## src/rtl/serial_subtractor.sv

```systemverilog
// Bit-serial unsigned subtractor, LSB first, one full-subtractor step per clock.
// Operands and results move over valid/ready handshakes.
module serial_subtractor #(
  parameter int WIDTH = 8
) (
  input  logic             clk,
  input  logic             rst_n,
  input  logic             in_valid,
  output logic             in_ready,
  input  logic [WIDTH-1:0] a,
  input  logic [WIDTH-1:0] b,
  output logic             out_valid,
  input  logic             out_ready,
  output logic [WIDTH-1:0] diff,
  output logic             borrow
);

  localparam int CW = $clog2(WIDTH + 1);

  localparam logic [1:0] S_IDLE = 2'd0;
  localparam logic [1:0] S_RUN  = 2'd1;
  localparam logic [1:0] S_DONE = 2'd2;

  logic [1:0]       r_state;
  logic [WIDTH-1:0] r_sa;
  logic [WIDTH-1:0] r_sb;
  logic [WIDTH-1:0] r_res;
  logic [WIDTH-1:0] r_diff;
  logic             r_borrow;
  logic             r_bin;
  logic [CW-1:0]    r_cnt;

  logic             w_hd;
  logic             w_hb;
  logic             w_d;
  logic             w_bout;
  logic             w_last;
  logic [WIDTH-1:0] w_res_nxt;

  // First half-subtractor on the operand bits, second folds in the borrow.
  assign w_hd   = r_sa[0] ^ r_sb[0];
  assign w_hb   = ~r_sa[0] & r_sb[0];
  assign w_d    = w_hd ^ r_bin;
  assign w_bout = w_hb | (~w_hd & r_bin);

  assign w_last    = (r_cnt == CW'(WIDTH - 1));
  assign w_res_nxt = WIDTH'({w_d, r_res} >> 1);

  always_ff @(posedge clk or negedge rst_n) begin
    if (!rst_n) begin
      r_state  <= S_IDLE;
      r_sa     <= '0;
      r_sb     <= '0;
      r_res    <= '0;
      r_diff   <= '0;
      r_borrow <= 1'b0;
      r_bin    <= 1'b0;
      r_cnt    <= '0;
    end else begin
      unique case (1'b1)
        (r_state == S_IDLE): begin
          if (in_valid) begin
            r_sa    <= a;
            r_sb    <= b;
            r_bin   <= 1'b0;
            r_cnt   <= '0;
            r_state <= S_RUN;
          end
        end
        (r_state == S_RUN): begin
          r_res <= w_res_nxt;
          r_sa  <= r_sa >> 1;
          r_sb  <= r_sb >> 1;
          r_bin <= w_bout;
          r_cnt <= r_cnt + CW'(1);
          if (w_last) begin
            r_diff   <= w_res_nxt;
            r_borrow <= w_bout;
            r_state  <= S_DONE;
          end
        end
        (r_state == S_DONE): begin
          if (out_ready) begin
            r_state <= S_IDLE;
          end
        end
        default: r_state <= S_IDLE;
      endcase
    end
  end

  assign in_ready  = (r_state == S_IDLE);
  assign out_valid = (r_state == S_DONE);
  assign diff      = r_diff;
  assign borrow    = r_borrow;

endmodule

```

## config.mk

```make
export PLATFORM = sky130hd
export DESIGN_NAME = serial_subtractor
export DESIGN_NICKNAME = d
export VERILOG_FILES = /design/src/rtl/serial_subtractor.sv
export SDC_FILE = /design/constraint.sdc
export NUM_CORES = 1
export LEC_CHECK = 0
export ABC_AREA = 0
export BUFFER_PORTS_ARGS = -buffer_cell sky130_fd_sc_hd__buf_4
export CAP_MARGIN = 20
export CORE_ASPECT_RATIO = 1.4
export CORE_MARGIN = 3
export CORE_UTILIZATION = 45
export CTS_CLUSTER_SIZE = 14
export DETAILED_ROUTE_END_ITERATION = 10
export PLACE_DENSITY = 0.67
export RECOVER_POWER = 25
export SLEW_MARGIN = 20
export SYNTH_ARGS = -nofsm -noshare
export SYNTH_HDL_FRONTEND = slang
export SYNTH_SLANG_ARGS = --single-unit
```

## constraint.sdc

```tcl
create_clock -name clk -period 1.6 [get_ports clk]
set_input_delay 0.08 -clock clk [delete_from_list [all_inputs] [get_ports clk]]
set_output_delay 0.08 -clock clk [all_outputs]
set_load 0.01 [all_outputs]
```

==> impl_metrics.py <==
metrics = {
    "yosys": {
        "syn-num-nets": 190,
        "synthesis.instances": 168,
        "yosys_warnings": 0,
        "multiplexer_share_of_the_synthesized_area_pct": 6.407,
        "xor_and_xnor_fraction_of_the_mapped_netlist_area_pct": 0,
        "synth_cell_type_count": 25,
        "synth_sequential_area_ratio_pct": 56.16,
        "avgSynthCellArea_um2": 10.34,
        "synth-adder-area-share_pct": 1.872,
        "synth_simple_gate_area_share_pct": 14.90,
        "synth.ff_latch_count": 39,
        "post_synth_instance_area_mm2": 0.001738,
        "synth-compound-area-share_pct": 17.49,
        "synth_top_family_by_area": "compound AO/OA/AOI/OAI gates",
    },
    "sta": {
        "min_period_ps": 1448,
        "setup_ws_ps": 152.3,
        "max_slew.worst_pin.slew_ps": 959.3,
        "timing.max_slew.rel_slack_pct": 36.05,
        "finalClockSkew_ps": 4.837,
        "rsz0062_at_grt": "no",
        "hold_viol": 0,
        "timing_max_transition_violations_final": 0,
        "hold_ws_ps": 78.04,
        "timing.final.crit_share_pct": 90.48,
        "finalSetupViolCount": 0,
        "final.setup.tns_ps": 0,
        "fmax_mhz": 690.8,
    },
    "global_route": {
        "initial_antenna_violation_count": 0,
        "grt.total_usage_pct": 17.83,
        "grt_first_pass_wirelength_um": 6175,
        "gr-total-overflow": 0,
        "first_global_vias": 1313,
        "largest_net_degree_at_the_start_of_global_routing": 40,
    },
    "routing": {
        "drt-initial-drc-count": 47,
        "avgRoutedWirePerCell_um": 14.92,
        "vias_per_cell": 5.391,
        "finalWirelength_um": 3701,
        "firstDrtPassIters": 4,
        "num_vias": 1337,
        "drtAntennaViolNets": 0,
        "drcViolationCount": 0,
    },
    "critical_path": {
        "critPathRequiredTime_ps": 1780,
        "worst-setup-path-type": "register to register",
        "setup.worst_path.end_class": "register",
        "cp_data_arrival_time_ps": 1620,
        "crit_path_max_fanout": 10,
        "timing.critical_path.from_type": "register",
    },
    "die": {
        "fp-row-count": 26,
        "floorplan.initialDensity_pct": 47.28,
        "dieWidth_um": 58.52,
        "floorplan.die_area_mm2": 0.004654,
        "core_area_mm2": 0.003676,
        "die_h_um": 79.53,
        "ios": 31,
    },
    "placement": {
        "pre_cts_setup_slack_ps": 123.6,
        "gp_congestion": 0.7825,
        "dp.cells": 240,
        "placement.io_buffers": 30,
        "detailedPlacementHpwl_um": 2610,
    },
    "clocking": {
        "clk_latency_worst_skew_pair_ps": 290,
        "cts.reportedPaths.clkPinSlew_ps": 70,
        "cts_tree": "built",
        "max-clock-path-buffers": 2,
        "cts-root-buf": "sky130_fd_sc_hd__clkbuf_8",
        "cts_inserted_buffers": 5,
        "cts.htree.levels": 2,
        "clock_sink_count": 39,
        "postCtsSetupRepairBufs": 0,
    },
    "layout": {
        "layout.filler_cells": 337,
        "share_of_final_layout_standard_cells_stronger_than_drive_strength_1_pct": 27.67,
        "final_cell_count_no_fill": 248,
        "syn_to_final_growth_pct": 23.69,
        "diodes_inserted": 0,
        "nets": 228,
    },
    "run": {
        "timing.max_cap.violations": 0,
    },
    "power": {
        "power.density_mw_per_mm2": 1768,
        "peakVddDrop_mv": 1.123,
        "power_leakage_nw": 1.032,
        "report.power.total_mw": 3.799,
    },
    "status": {
        "run_status": "completed",
    },
    "hold_path": {
        "hold_path_class": "primary input to register",
    },
}
==> Yosys cell counts <==
library cell                instances  share of area [%]
sky130_fd_sc_hd__nor2_1             3               0.65
sky130_fd_sc_hd__o21ai_0           18                5.2
sky130_fd_sc_hd__a21o_1             1               0.43
sky130_fd_sc_hd__o21bai_1           1               0.43
sky130_fd_sc_hd__buf_2              2               0.58
sky130_fd_sc_hd__inv_1              4               0.86
sky130_fd_sc_hd__ha_1               1               0.72
sky130_fd_sc_hd__a2bb2oi_1          1               0.50
sky130_fd_sc_hd__a22o_1             2                1.0
sky130_fd_sc_hd__and2b_1            1               0.43
sky130_fd_sc_hd__nor2b_1           13                4.7
sky130_fd_sc_hd__nand2_1           31                6.7
sky130_fd_sc_hd__nand3_1            1               0.29
sky130_fd_sc_hd__a22oi_1           14                6.0
sky130_fd_sc_hd__o31ai_1            1               0.43
sky130_fd_sc_hd__and2_1             1               0.36
sky130_fd_sc_hd__dfrtp_1           39                 56
sky130_fd_sc_hd__fa_1               1                1.2
sky130_fd_sc_hd__mux2_2             9                5.8
sky130_fd_sc_hd__nor3_4             1               0.94
sky130_fd_sc_hd__nand2b_1           1               0.36
sky130_fd_sc_hd__a21oi_1           12                3.5
sky130_fd_sc_hd__mux2i_1            1               0.58
sky130_fd_sc_hd__clkbuf_1           8                1.7
sky130_fd_sc_hd__and3b_1            1               0.50
==> sequential cells by signal, indices dropped and copies added (netlist names) <==
name / cells
diff: 8
r_sa: 8
r_sb: 8
r_res: 7
r_cnt: 4
r_state: 2
borrow: 1
r_bin: 1
==> routing by layer <==
metal / share of wire, % / GRT usage, % / up-vias
met3: 5.4 / 5.825 / 7
met1: 42 / 21.96 / 644
met5: 0 / 0 / -
li1: - / - / 655
met2: 50 / 27.96 / 31
met4: 2.1 / 8.121 / 0
==> through the flow <==
stage / util, % / cell area, um^2
2_1_floorplan: - / 1738
3_3_place_gp: 55.79 / 2051
3_5_place_dp: 55.79 / 2051
4_1_cts: 58.44 / 2148
5_1_grt: 58.48 / 2150
6_report: 58.48 / 2150
==> report_power, final <==
part	internal, mW	switching (mW)	total (mW)	leakage [nW]
clock	0.338	0.336	0.675	0.0470
sequential	1.40	0.289	1.69	0.500
combinational	0.721	0.718	1.44	0.484
total	2.46	1.34	3.80	1.03
==> cell families after synthesis <==
logic type | count (synthesis)
AOI/OAI and AO/OA | 50
buffers and inverters | 14
and+or+nand+nor | 53
adders and majority gates | 2
muxes | 10
DFF | 39
==> final timing paths <==
| kind | startpoint | to | slack [ps] | cells after the start |
|---|---|---|---|---|
| setup / recovery | r_cnt[0]$_DFFE_PN0P_ | diff[0]$_DFFE_PN0P_ | 150 | 5 |
| hold reg to reg | r_res[1]$_DFFE_PN0P_ | r_res[1]$_DFFE_PN0P_ | 480 | 2 |
| setup reg to reg | r_cnt[0]$_DFFE_PN0P_ | diff[0]$_DFFE_PN0P_ | 150 | 5 |
| max in group asynchronous | rst_n | r_sa[2]$_DFFE_PN0P_ | 540 | 2 |
| min in group asynchronous | rst_n | r_sb[0]$_DFFE_PN0P_ | 470 | 2 |
| hold / removal | b[4] | r_sb[4]$_DFFE_PN0P_ | 80 | 3 |
==> layout by cell type, fill, tap and decap left out, types with 2 or more instances in the layout <==
cell type / n
sky130_fd_sc_hd__nand2_1: 31
sky130_fd_sc_hd__o21ai_0: 18
sky130_fd_sc_hd__a22oi_1: 14
sky130_fd_sc_hd__mux2_2: 9
sky130_fd_sc_hd__nor2_1: 3
sky130_fd_sc_hd__nor2b_1: 13
sky130_fd_sc_hd__clkbuf_8: 6
sky130_fd_sc_hd__a22o_1: 2
sky130_fd_sc_hd__a21oi_1: 12
sky130_fd_sc_hd__buf_4: 38
sky130_fd_sc_hd__inv_1: 4
sky130_fd_sc_hd__dfrtp_1: 39
==> cell type report <==
cell class	instances	area (um^2)	area share [%]
inverters	4	15.01	0.6985
well taps	42	52.55	2.445
clock inverters	1	5.005	0.2328
flip-flops and latches	39	975.9	45.40
repair buffers	41	311.5	14.49
multi-input cells	115	706.9	32.89
clock buffers	6	82.58	3.842
==> worst max-delay path: stages, from the launching register on <==
cell                      delay, ps
sky130_fd_sc_hd__dfrtp_1        380
sky130_fd_sc_hd__ha_1           200
sky130_fd_sc_hd__nand2_1        110
sky130_fd_sc_hd__nor3_4         140
sky130_fd_sc_hd__buf_6          170
sky130_fd_sc_hd__mux2_2         340
==> timing repair <==
action	4_1_cts	5_1_grt
hold buffers	1	0
setup endpoints to repair	0	1
hold endpoints to repair	39	0
gates resized for setup	0	1
(Power assumes the default switching activity.)
